$ cat src/rtl/nes_pkg.sv
// Shared definitions for the NES/SNES pad reader: FSM state encoding and NES button bit positions.
package nes_pkg;

  localparam logic [2:0] S_IDLE    = 3'd0;
  localparam logic [2:0] S_LATCH   = 3'd1;
  localparam logic [2:0] S_READ_LO = 3'd2;
  localparam logic [2:0] S_READ_HI = 3'd3;
  localparam logic [2:0] S_DONE    = 3'd4;

  typedef enum logic [2:0] {
    IDLE    = S_IDLE,
    LATCH   = S_LATCH,
    READ_LO = S_READ_LO,
    READ_HI = S_READ_HI,
    DONE    = S_DONE
  } nes_state_e;

  localparam int BTN_A      = 0;
  localparam int BTN_B      = 1;
  localparam int BTN_SELECT = 2;
  localparam int BTN_START  = 3;
  localparam int BTN_UP     = 4;
  localparam int BTN_DOWN   = 5;
  localparam int BTN_LEFT   = 6;
  localparam int BTN_RIGHT  = 7;

  function automatic int max2(input int a, input int b);
    return (a > b) ? a : b;
  endfunction

endpackage

$ cat src/rtl/nes_phase_timer.sv
// Loadable down-counter shared by all reader phases; 'last' marks the final cycle of a loaded interval.
module nes_phase_timer #(
  parameter int W = 9
) (
  input  logic         clk,
  input  logic         reset,
  input  logic         load,
  input  logic [W-1:0] load_val,
  output logic         last
);

  logic [W-1:0] cnt_q, cnt_d;

  // Parks at zero once expired so an idle reader never sees a spurious 'last'.
  always_comb begin
    cnt_d = cnt_q;
    if (load)               cnt_d = load_val;
    else if (cnt_q != '0)   cnt_d = cnt_q - W'(1);
  end

  always_ff @(posedge clk or posedge reset) begin
    if (reset) cnt_q <= '0;
    else       cnt_q <= cnt_d;
  end

  assign last = (cnt_q == W'(1));

endmodule

$ cat src/rtl/nes_pad_reader.sv
// Self-timed parallel reader for NUM_PADS shift-register game pads on a shared latch/clock pair.
// Optional build macro NES_AUTO_POLL_EN adds a free-running poll timer (period POLL_PERIOD).
module nes_pad_reader
  import nes_pkg::*;
#(
  parameter int NUM_PADS     = 2,
  parameter int NUM_BITS     = 8,
  parameter int LATCH_CYCLES = 300,
  parameter int HALF_PERIOD  = 150,
  parameter int POLL_PERIOD  = 420000
) (
  input  logic                         clk,
  input  logic                         reset,
  input  logic                         poll_req,
  input  logic [NUM_PADS-1:0]          nes_data,
  output logic                         nes_latch,
  output logic                         nes_clk,
  output logic [NUM_PADS*NUM_BITS-1:0] buttons,
  output logic                         valid,
  output logic                         busy
);

  localparam int TW = $clog2(max2(LATCH_CYCLES, HALF_PERIOD) + 1);
  localparam int IW = $clog2(NUM_BITS + 1);

  nes_state_e state_q, state_d;
  logic [IW-1:0] idx_q, idx_d;
  logic [NUM_PADS-1:0] sync1_q, sync2_q;
  logic [NUM_PADS-1:0][NUM_BITS-1:0] shift_q, shift_d, buttons_q, buttons_d;
  logic valid_q, valid_d;
  logic t_load, t_last;
  logic [TW-1:0] t_val;
  logic start_req;

`ifdef NES_AUTO_POLL_EN
  localparam int PW = $clog2(POLL_PERIOD + 1);
  logic [PW-1:0] poll_cnt_q, poll_cnt_d;
  logic auto_req;

  // Terminal-count request is simply dropped if a read is still running.
  always_comb begin
    auto_req   = (poll_cnt_q == PW'(POLL_PERIOD - 1));
    poll_cnt_d = auto_req ? '0 : poll_cnt_q + PW'(1);
  end

  always_ff @(posedge clk or posedge reset) begin
    if (reset) poll_cnt_q <= '0;
    else       poll_cnt_q <= poll_cnt_d;
  end

  assign start_req = poll_req | auto_req;
`else
  assign start_req = poll_req;
`endif

  nes_phase_timer #(.W(TW)) u_timer (
    .clk      (clk),
    .reset    (reset),
    .load     (t_load),
    .load_val (t_val),
    .last     (t_last)
  );

  always_comb begin
    state_d   = state_q;
    idx_d     = idx_q;
    shift_d   = shift_q;
    buttons_d = buttons_q;
    valid_d   = 1'b0;
    t_load    = 1'b0;
    t_val     = '0;
    case (state_q)
      IDLE: if (start_req) begin
        state_d = LATCH;
        idx_d   = '0;
        t_load  = 1'b1;
        t_val   = TW'(LATCH_CYCLES);
      end
      LATCH: if (t_last) begin
        state_d = READ_LO;
        t_load  = 1'b1;
        t_val   = TW'(HALF_PERIOD);
      end
      // Sample as late as possible in the low phase so pad data has fully settled.
      READ_LO: if (t_last) begin
        for (int p = 0; p < NUM_PADS; p++)
          for (int k = 0; k < NUM_BITS; k++)
            if (idx_q == IW'(k)) shift_d[p][k] = ~sync2_q[p];
        state_d = READ_HI;
        t_load  = 1'b1;
        t_val   = TW'(HALF_PERIOD);
      end
      READ_HI: if (t_last) begin
        if (idx_q == IW'(NUM_BITS - 1)) begin
          state_d = DONE;
        end else begin
          idx_d   = idx_q + IW'(1);
          state_d = READ_LO;
          t_load  = 1'b1;
          t_val   = TW'(HALF_PERIOD);
        end
      end
      DONE: begin
        buttons_d = shift_q;
        valid_d   = 1'b1;
        state_d   = IDLE;
      end
      default: state_d = IDLE;
    endcase
  end

  always_ff @(posedge clk or posedge reset) begin
    if (reset) begin
      state_q   <= IDLE;
      idx_q     <= '0;
      sync1_q   <= '1;
      sync2_q   <= '1;
      shift_q   <= '0;
      buttons_q <= '0;
      valid_q   <= 1'b0;
    end else begin
      state_q   <= state_d;
      idx_q     <= idx_d;
      sync1_q   <= nes_data;
      sync2_q   <= sync1_q;
      shift_q   <= shift_d;
      buttons_q <= buttons_d;
      valid_q   <= valid_d;
    end
  end

  // Pin strobes decode straight from the state flop so reset drops them immediately.
  assign nes_latch = (state_q == LATCH);
  assign nes_clk   = (state_q == READ_HI);
  assign busy      = (state_q != IDLE);
  assign valid     = valid_q;
  assign buttons   = buttons_q;

endmodule
$ cat config.mk
export PLATFORM = sky130hd
export DESIGN_NAME = nes_pad_reader
export DESIGN_NICKNAME = d
export VERILOG_FILES = /design/src/rtl/nes_pkg.sv /design/src/rtl/nes_phase_timer.sv /design/src/rtl/nes_pad_reader.sv
export SDC_FILE = /design/constraint.sdc
export NUM_CORES = 1
export LEC_CHECK = 0
export ABC_AREA = 1
export BUFFER_PORTS_ARGS = -buffer_cell sky130_fd_sc_hd__buf_4
export CORE_MARGIN = 2
export CORE_UTILIZATION = 52
export CTS_BUF_LIST = sky130_fd_sc_hd__clkbuf_8
export DETAILED_ROUTE_END_ITERATION = 6
export PLACE_DENSITY = 0.73
export SLEW_MARGIN = 20
export SYNTH_ARGS = -nofsm -noshare
export SYNTH_HDL_FRONTEND = slang
export SYNTH_HIERARCHICAL = 1
export SYNTH_SLANG_ARGS = --single-unit
export TNS_END_PERCENT = 20
$ cat constraint.sdc
create_clock -name clk -period 1.8 [get_ports clk]
set_input_delay 0.09 -clock clk [delete_from_list [all_inputs] [get_ports clk]]
set_output_delay 0.09 -clock clk [all_outputs]
set_load 0.005 [all_outputs]
==> Word-level counts from Yosys, hierarchy flattened <==
Cells that the tools add are included.
{ "classes": {"div": 0, "n_lt_le_gt_ge": 0, "reduce_logical": 17, "add_sub_neg": 2, "mux": 23, "mul": 0, "eq_ne": 17, "n_bitwise": 2, "shifts": 0} }
{ "ops": {"columns": ["cell", "count"], "rows": [
  ["$mux W9", 3],
  ["$pmux W9 S3", 1],
  ["$mux W8", 3],
  ["$reduce_and A3 Y1", 8],
  ["$eq A4 B3 Y1 const B", 4],
  ["$mux W3", 5],
  ["$mux W4", 3],
  ["$pmux W3 S4", 1],
  ["$eq A9 B1 Y1 const B", 1],
  ["$reduce_bool A9 Y1", 1],
  ["$sub A9 B1 Y9 const B", 1],
  ["$eq A4 B2 Y1 const B", 2],
  ["$pmux W4 S2", 1],
  ["$reduce_and A4 Y1", 2],
  ["$eq A3 B2 Y1 const B", 2],
  ["$ne A2 B2 Y1 const B", 3],
  ["$mux W1", 5],
  ["$add A4 B1 Y4 const B", 1],
  ["$eq A4 B1 Y1 const B", 1],
  ["$logic_not A4 Y1", 1],
  ["$ne A2 B1 Y1 const B", 2],
  ["$reduce_bool A2 Y1", 2],
  ["$eq A3 B1 Y1 const B", 1],
  ["$eq A3 B3 Y1 const B", 1],
  ["other kinds (5)", 6]
]} }
{ "word_totals": {"n_memories": 0, "elab_cells": 85, "latchBits": 0, "ram_bits": 0, "rom_bits": 0, "in_bits": 5, "out_inout_bits": 20, "register_bits": 53} }

==> Longest topological paths before layout <==
Gate-level depths: netlist of the first run.
{ "logic_depth": {"word_depth": 5, "ltp_mapped": 11, "ltp_nobuf": 11} }

==> Hierarchy <==
Netlist of the first run, hierarchy kept.
{ "by_module_without_submodules": {"columns": ["mod", "area_each_um2", "cells_each", "n_inst", "seq_area_each_um2"], "rows": [
  ["nes_pad_reader", 1933.1, 219, 1, 1106.1],
  ["nes_phase_timer", 616.8, 85, 1, 225.2]
]} }

==> Least setup slack after synthesis of the first run <==
No wires, ideal clock.
{ "synth_timing": {"kind": "register to register", "startpoint": "reg u_timer.cnt_q[1]", "endpoint": "reg u_timer.cnt_q[6]", "setup_ns": 0.117, "n_path_buf": 0, "t_arrival_ns": 1.667, "period_less_slack_ns": 1.784, "path_slack_ns": 0.016, "stages_incl_launch_ff": 11, "required_ns": 1.683, "path_cell_list": "dfrtp_1 > inv_1 > ha_1 > nand3_1 > nor2_1 > o211ai_1 > o21ai_1 > inv_1 > or2_2 > nand3_1 > nand2_1"} }
{ "synth_via": {"elab_chain_len": 4, "elab_cells_between_ends": 11, "cone_classes": "add/sub (1); eq/ne (1); mux (7); reduce/logical (2)"} }
{ "synth_lines": {"columns": ["element", "line_no", "rtl"], "rows": [
  ["start, declared", "nes_phase_timer.sv:12", "logic [W-1:0] cnt_q, cnt_d;"],
  ["start signal, assigned", "nes_phase_timer.sv:23", "else cnt_q <= cnt_d;"],
  ["$eq A9 B1 Y1 (*)", "nes_phase_timer.sv:26", "assign last = (cnt_q == W'(1));"],
  ["via t_last", "nes_pad_reader.sv:31", "logic t_load, t_last;"],
  ["$mux W1, on equally long branches", "nes_pad_reader.sv:93, nes_pad_reader.sv:79, nes_pad_reader.sv:85", null],
  ["$pmux W1 S3 (*)", "nes_pad_reader.sv:72", "case (state_q)"],
  ["via t_load", "nes_pad_reader.sv:31", null],
  ["$mux W9 or $reduce_bool A2 Y1 (tied branches)", null, null]
]} }
Mark *: on every way through the listed nets, which the timed path passes. The rest lies on a longest branch. The select of a mux whose other input is x is not followed.
A chain may end at the register's enable or synchronous reset.

==> Worst setup path after layout of the first run <==
{ "layout_timing": {"startpoint": "reg u_timer.cnt_q[1]", "endpoint": "reg shift_q[9] (netlist name)"} }
{ "layout_via": {"elab_chain_len": 2} }
{ "layout_lines": {"columns": ["element", "line_no", "rtl"], "rows": [
  ["$eq A9 B1 Y1", "nes_phase_timer.sv:26", null],
  ["via t_last", "nes_pad_reader.sv:31", null],
  ["$reduce_and A3 Y1 (no line)", null, null],
  ["end signal, assigned", "nes_pad_reader.sv:126", "shift_q <= shift_d;"],
  ["end, declared", "nes_pad_reader.sv:29", "logic [NUM_PADS-1:0][NUM_BITS-1:0] shift_q, shift_d, buttons_q, buttons_d;"]
]} }
The timed path passes the listed nets, and every way through them passes these cells.

==> impl_metrics.tcl, run 1 <==
set metrics [dict create \
    outcome "completed" \
    power_density_nw_per_um2 1040 \
    htree_levels 2 \
    internal_power_uw 2070 \
    syn_area_um2 2550 \
    drv_cap 0 \
    synth_commonest_cells "nand2_1 (127), dfrtp_1 (49), inv_1 (24), nand3_1 (20), nand4_1 (15)" \
    cp-end-kind "flop" \
    seq_area_frac_synth_pct 52.2 \
    hpwlAfterDp_mm 3.64 \
    switching_share_pct 36.9 \
    synth_top_area_share_pct 48.1 \
    netlist_instances 304 \
    std_cell_rows 25 \
    cp-start-kind "flop" \
    overflow 0 \
    coreArea_um2 4720 \
    fin_nets 363 \
    cts_buffer_depth 2 \
    synth-main-ff-cell "dfrtp_1" \
    vias 2103 \
    p_clk_share_pct 20.0 \
    start_util_pct 54.0 \
    die_width_um 74.0 \
    drive_above_1_share_pct 25.5 \
    critPathMaxFanout 6 \
    cp.required_ns 2.01 \
    async_flop_share_pct 100 \
    synth_edf_count 0 \
    finalHoldViolCount 0 \
    min_period_ns 1.72 \
    nFillCells 400 \
    antenna_cells 0 \
    cts_tree "yes" \
    fmax_ghz 0.582 \
    route.detailed.drc 0 \
    cts-root-buf "clkbuf_8" \
    place_congestion 0.854 \
    antenna_left 0 \
    clock_skew_ns 0.00390 \
    ys_warn_count 6 \
    grt_max_degree 28 \
    synth.most_common_cell "nand2_1" \
    grt_pass1_wl_mm 8.47 \
    min_path_type "in -> reg" \
    grt_pass1_vias 1968 \
    p_switching_uw 1210 \
    critPathKind "reg -> reg" \
    setup_violations 0 \
    dr.pass1.iters 4 \
    synth_area_per_cell_um2 8.39 \
    p_leak_uw 0.00169 \
    seqCellArea_um2 1330 \
    grt_antenna_before_repair 0 \
    worst_ir_drop_vdd_mv 0.725 \
    io_buffer_count 24 \
    cts.clk_slew.worst_paths_ns 0.09 \
    viasPerCell 5.01 \
    finalCritPeriodShare_pct 95.4 \
    max_slew_margin_pct 54.4 \
    ys_ff_latch 53 \
    dpl-instance-area_um2 2920 \
    seqPwrFrac_pct 44.3 \
    arrival_ns 1.93 \
    synth_cell_type_count 30 \
    worst_pin_slew_ns 0.680 \
    design_area_um2 3160 \
    multiInputGateArea_um2 1120 \
    power_frac_comb_pct 35.6 \
    wl_per_cell_um 12.3 \
    syn_to_final_growth_pct 24.0 \
    drt-total-wl_mm 5.17 \
    slew_violations 0 \
    initialDrtViolationCount 152 \
    die-area_um2 5480 \
    final_core_utilization_pct 66.9 \
    die_h_um 74.0 \
    synth_area_leaders "dfrtp_1 (48%), nand2_1 (19%), dfstp_2 (4.1%)" \
    cts_made_buffers 5 \
    io_pins 25 \
    grt_usage_pct 20.3 \
    clkSinkCount 53 \
    clk_latency_ns 0.31 \
    synth_top_cell_by_area "dfrtp_1" \
]
[area by class of cell]
cell class | count | area share, %
clock buffers | 5 | 2.18
clock inverters | 3 | 0.554
inverters | 29 | 3.44
multi-input cells | 217 | 35.4
flip-flops and latches | 53 | 42.1
well taps | 67 | 2.65
repair buffers | 46 | 13.7
[stage by stage]
step                hold slack [ns]  setup TNS (ns)  std cells  power (uW)  worst slack [ns]
floorplan                   -0.0821               0        305        2230            0.0160
global placement             0.0963               0        405        2530             0.134
detailed placement           0.0994               0        405        2550            0.0875
CTS                           0.204               0        416        3220            0.0689
global route                  0.275          -0.104        420        3530           -0.0371
finish                        0.229               0        420        3280            0.0826
[power groups by stage]
stage               registers [uW]  logic [uW]  clock network [uW]
floorplan                     1450         780                   0
global placement              1460        1060                   0
detailed placement            1470        1080                   0
CTS                           1450        1090                 679
global route                  1470        1330                 725
finish                        1460        1170                 658
[per-layer routing]
metal	global-route usage [%]	vias to the layer above	share of wire, %
met5	0	-	0
met4	8.69	0	2.7
met3	4.07	14	3.6
met2	35.2	46	51
met1	24.5	989	43
li1	-	1054	-
[worst paths after layout]
kind | from | end | slack, ns | depth (start not counted)
max | u_timer/cnt_q[1] | shift_q[9] | 0.08 | 11
min | poll_req | u_timer/cnt_q[3] | 0.23 | 5
max reg2reg | u_timer/cnt_q[1] | shift_q[9] | 0.08 | 11
min reg2reg | sync1_q[0] | sync2_q[0] | 0.36 | 0
max in group asynchronous | reset | buttons[14] | 0.93 | 4
min in group asynchronous | reset | u_timer/cnt_q[7] | 0.31 | 3
[cell usage in the layout (no fill, tap or decap), types with 2 or more instances in the layout]
master | netlist | final
nand3_1 | 20 | 16
buf_12 | 0 | 3
nand2_2 | 4 | 5
nand2_1 | 127 | 126
nand3_2 | 0 | 4
nor3_1 | 2 | 2
o21ai_2 | 2 | 3
o21ai_0 | 11 | 10
buf_6 | 1 | 2
dlygate4sd3_1 | 0 | 3
inv_1 | 24 | 21
nor2_1 | 9 | 8
inv_2 | 5 | 7
dfrtp_1 | 49 | 49
dfstp_2 | 4 | 4
nand4_1 | 15 | 15
clkbuf_8 | 0 | 5
conb_1 | 1 | 2
nor2_2 | 4 | 3
clkbuf_16 | 0 | 2
buf_4 | 2 | 36
clkinv_2 | 0 | 2
nor2_4 | 2 | 4
xor2_1 | 3 | 3
ha_1 | 6 | 5
or2_2 | 2 | 2
[what timing repair did]
item,in CTS,in global routing
hold endpoints to repair,24,0
hold buffers,3,0
setup endpoints to repair,0,25
gates resized for setup,0,16
setup buffers,0,2
[critical path, stage by stage, from the launching register on]
cell and delay, ns:
dfrtp_1 0.39, inv_1 0.07, ha_1 0.15, nand3_2 0.10
nor2_4 0.14, inv_2 0.06, nor3_4 0.21, buf_12 0.14
buf_12 0.11, nand3_1 0.10, nand2_1 0.10, nand2_1 0.05
[state kept, by name, indices dropped and copies added (netlist names)]
| signal | count |
|---|---|
| state_q | 3 |
| valid | 1 |
| buttons | 16 |
| sync1_q | 2 |
| shift_q | 16 |
| u_timer/cnt_q | 9 |
| idx_q | 4 |
| sync2_q | 2 |
[logic make-up after synthesis]
logic type,share of synthesized area [%]
simple gates,34.3
flops,52.2
buf+inv,5.84
compound gates,3.53
fa+ha+maj,2.94
xor+xnor,1.03
other cells,0.147
Power figures use the tool's default switching activity.
==> run 2, diff against run 1 <==
--- a/config.mk
+++ b/config.mk
@@ -5,7 +5,6 @@
 export SDC_FILE = /design/constraint.sdc
 export NUM_CORES = 1
 export LEC_CHECK = 0
-export ABC_AREA = 1
 export BUFFER_PORTS_ARGS = -buffer_cell sky130_fd_sc_hd__buf_4
 export CORE_MARGIN = 2
 export CORE_UTILIZATION = 52
==> impl_metrics.tcl, run 2 <==
set metrics [dict create \
    synth.most_common_cell "dfrtp_1" \
    cp-end-kind "flop" \
    start_util_pct 54.3 \
    r2r_cells 9 \
    wl_per_cell_um 14.5 \
    cp-startpoint "u_timer/cnt_q[6]" \
    cts.clk_slew.worst_paths_ns 0.09 \
    clock_skew_ns 0.00712 \
    holdPathStages 3 \
    grt_usage_pct 18.8 \
    fin_cells 356 \
    grt_pass1_wl_mm 7.82 \
    worst_pin_slew_ns 0.516 \
    fmax_ghz 0.493 \
    outcome "finished with violations" \
    vias 1881 \
    multiInputGateArea_um2 1180 \
    synth_area_per_cell_um2 11.5 \
    synth_commonest_cells "dfrtp_1 (49), inv_1 (27), mux2i_1 (18), nand2_1 (16), nand3_1 (10)" \
    grt_antenna_before_repair 0 \
    dpl-instance-area_um2 3080 \
    cts-root-buf "clkbuf_8" \
    worst_ir_drop_vdd_mv 0.547 \
    die-area_um2 5580 \
    coreArea_um2 4790 \
    design_area_um2 3370 \
    dr.pass1.iters 4 \
    r2r_end "u_timer/cnt_q[6]" \
    clk_latency_ns 0.31 \
    arrival_ns 2.23 \
    io_pins 25 \
    min_period_ns 2.03 \
    pre_cts_ws_ns -0.302 \
    seqCellArea_um2 1330 \
    die_h_um 74.7 \
    min_path_type "in -> reg" \
    route.detailed.drc 0 \
    place_congestion 0.854 \
    grt_pass1_vias 1746 \
    nFillCells 352 \
    seq_area_frac_synth_pct 51.2 \
    critPathKind "reg -> reg" \
    p_leak_uw 0.00165 \
    finalCritPeriodShare_pct 113 \
    power_density_nw_per_um2 617 \
    synth_area_leaders "dfrtp_1 (47%), mux2i_1 (6.9%), mux2_4 (5.2%)" \
    critPathMaxFanout 6 \
    hpwlAfterDp_mm 3.37 \
    async_flop_share_pct 100 \
    grt_max_degree 45 \
    antenna_cells 0 \
    violations "setup timing" \
    hold_path_end "state_q[0]" \
    final_common_cell "buf_4" \
    synth_top_cell_by_area "dfrtp_1" \
    drv_cap 0 \
    rsz0062_at_grt "yes" \
    initialDrtViolationCount 97 \
    r2r_start "u_timer/cnt_q[6]" \
    regToRegSetupSlack_ns -0.23 \
    finalHoldViolCount 0 \
    ys_ff_latch 53 \
    synth_top_area_share_pct 47.2 \
    final_core_utilization_pct 70.5 \
    setup_violations 26 \
    die_width_um 74.7 \
    synth_edf_count 0 \
    drt-total-wl_mm 5.17 \
    dp.cells 339 \
    htree_levels 2 \
    std_cell_rows 25 \
    setup_slack_ns -0.229 \
    drive_above_1_share_pct 41.2 \
    clkSinkCount 53 \
    slew_violations 0 \
    cts_buffer_depth 2 \
    fin_nets 299 \
    cts_tree "yes" \
    synth_cell_type_count 54 \
    most-common-layout-cells "buf_4 (60), dfrtp_1 (49), inv_1 (24)" \
    max_slew_margin_pct 65.3 \
    netlist_instances 226 \
    syn_to_final_growth_pct 29.7 \
    cp-start-kind "flop" \
    overflow 0 \
    io_buffer_count 24 \
    hp-start "poll_req" \
    synth-main-ff-cell "dfrtp_1" \
    antenna_left 0 \
    viasPerCell 5.28 \
    syn_area_um2 2600 \
    cp.required_ns 2.00 \
    ys_warn_count 6 \
    cts_made_buffers 5 \
]
==> run 2: cell types whose count changed after synthesis, moves of 4 or more <==
cell,before,now
nor3_1,2,7
nand4_1,15,0
nand2_1,127,16
o21ai_0,11,2
nor2_2,4,0
mux2_4,0,9
nand3_1,20,10
mux2i_1,0,18
nand2_2,4,0
inv_2,5,0
o31ai_1,0,4
mux2_2,0,7
==> run 2: cell families after synthesis <==
| logic type | count (synthesis) | synth area share [%] |
|---|---|---|
| buffers and inverters | 42 | 7.89 |
| adder cells (fa/ha/maj) | 6 | 2.89 |
| AND/OR/NAND/NOR | 60 | 13.2 |
| XOR/XNOR | 1 | 0.337 |
| AO/OA/AOI/OAI | 29 | 9.14 |
| flip-flops | 53 | 51.2 |
| other | 1 | 0.144 |
| multiplexers | 34 | 15.2 |
==> run 2: critical path: stages, from the launching register on <==
cell and delay [ns]:
dfrtp_1 0.39, or3_4 0.39, nor3_2 0.11, buf_4 0.14
nand2b_4 0.13, o311ai_4 0.10, a21oi_4 0.24, inv_2 0.05
o311a_1 0.11, a221o_1 0.27
==> run 2: area by class of cell <==
cell class              instances  area share (%)
repair buffers                 68            16.2
inverters                      28            3.19
flip-flops and latches         53            39.5
clock inverters                 2            1.11
well taps                      67            2.49
clock buffers                   6            2.45
multi-input cells             132            35.1
==> run 2: per-stage QoR <==
stage	total power (uW)	setup TNS, ns	hold WS [ns]
6_report	2080	-2.85	0.0825
5_1_grt	2150	-5.36	0.116
4_1_cts	2100	-2.90	0.0701
3_5_place_dp	1260	-4.83	0.0945
3_3_place_gp	1260	-4.33	0.0843
2_1_floorplan	1250	-5.36	-0.0821
==> run 2: worst max-delay path by stage <==
| stage | end | slack (ns) | depth (start not counted) |
|---|---|---|---|
| final | u_timer/cnt_q[6] | -0.23 | 9 |
| after floorplan | u_timer/cnt_q[6] | -0.39 | 11 |
| after detailed placement | u_timer/cnt_q[6] | -0.30 | 9 |
| after CTS | u_timer/cnt_q[6] | -0.20 | 9 |
| after global routing | u_timer/cnt_q[6] | -0.32 | 9 |
| after global placement | u_timer/cnt_q[6] | -0.27 | 9 |
==> run 2: timing repair <==
action	4_1_cts	5_1_grt
gates resized for setup	7	16
gates cloned	0	0
hold buffers	3	0
endpoints found under the hold margin	51	0
endpoints found under the setup margin	29	29
setup buffers	2	4
pin swaps	1	7
==> run 2: layer usage <==
metal	up-vias	track usage, %	wire length, um
met4	0	8.93	141
met3	15	3.61	167
met1	918	23.7	2290
met5	-	0	0
li1	903	-	-
met2	45	31.4	2570
==> run 2: where the power goes <==
group / switching [uW] / internal [uW] / leakage, uW / total (uW)
clock network: 388 / 452 / 0.0000574 / 840
logic: 25.7 / 12.7 / 0.000903 / 38.4
registers: 6.56 / 1200 / 0.000692 / 1200
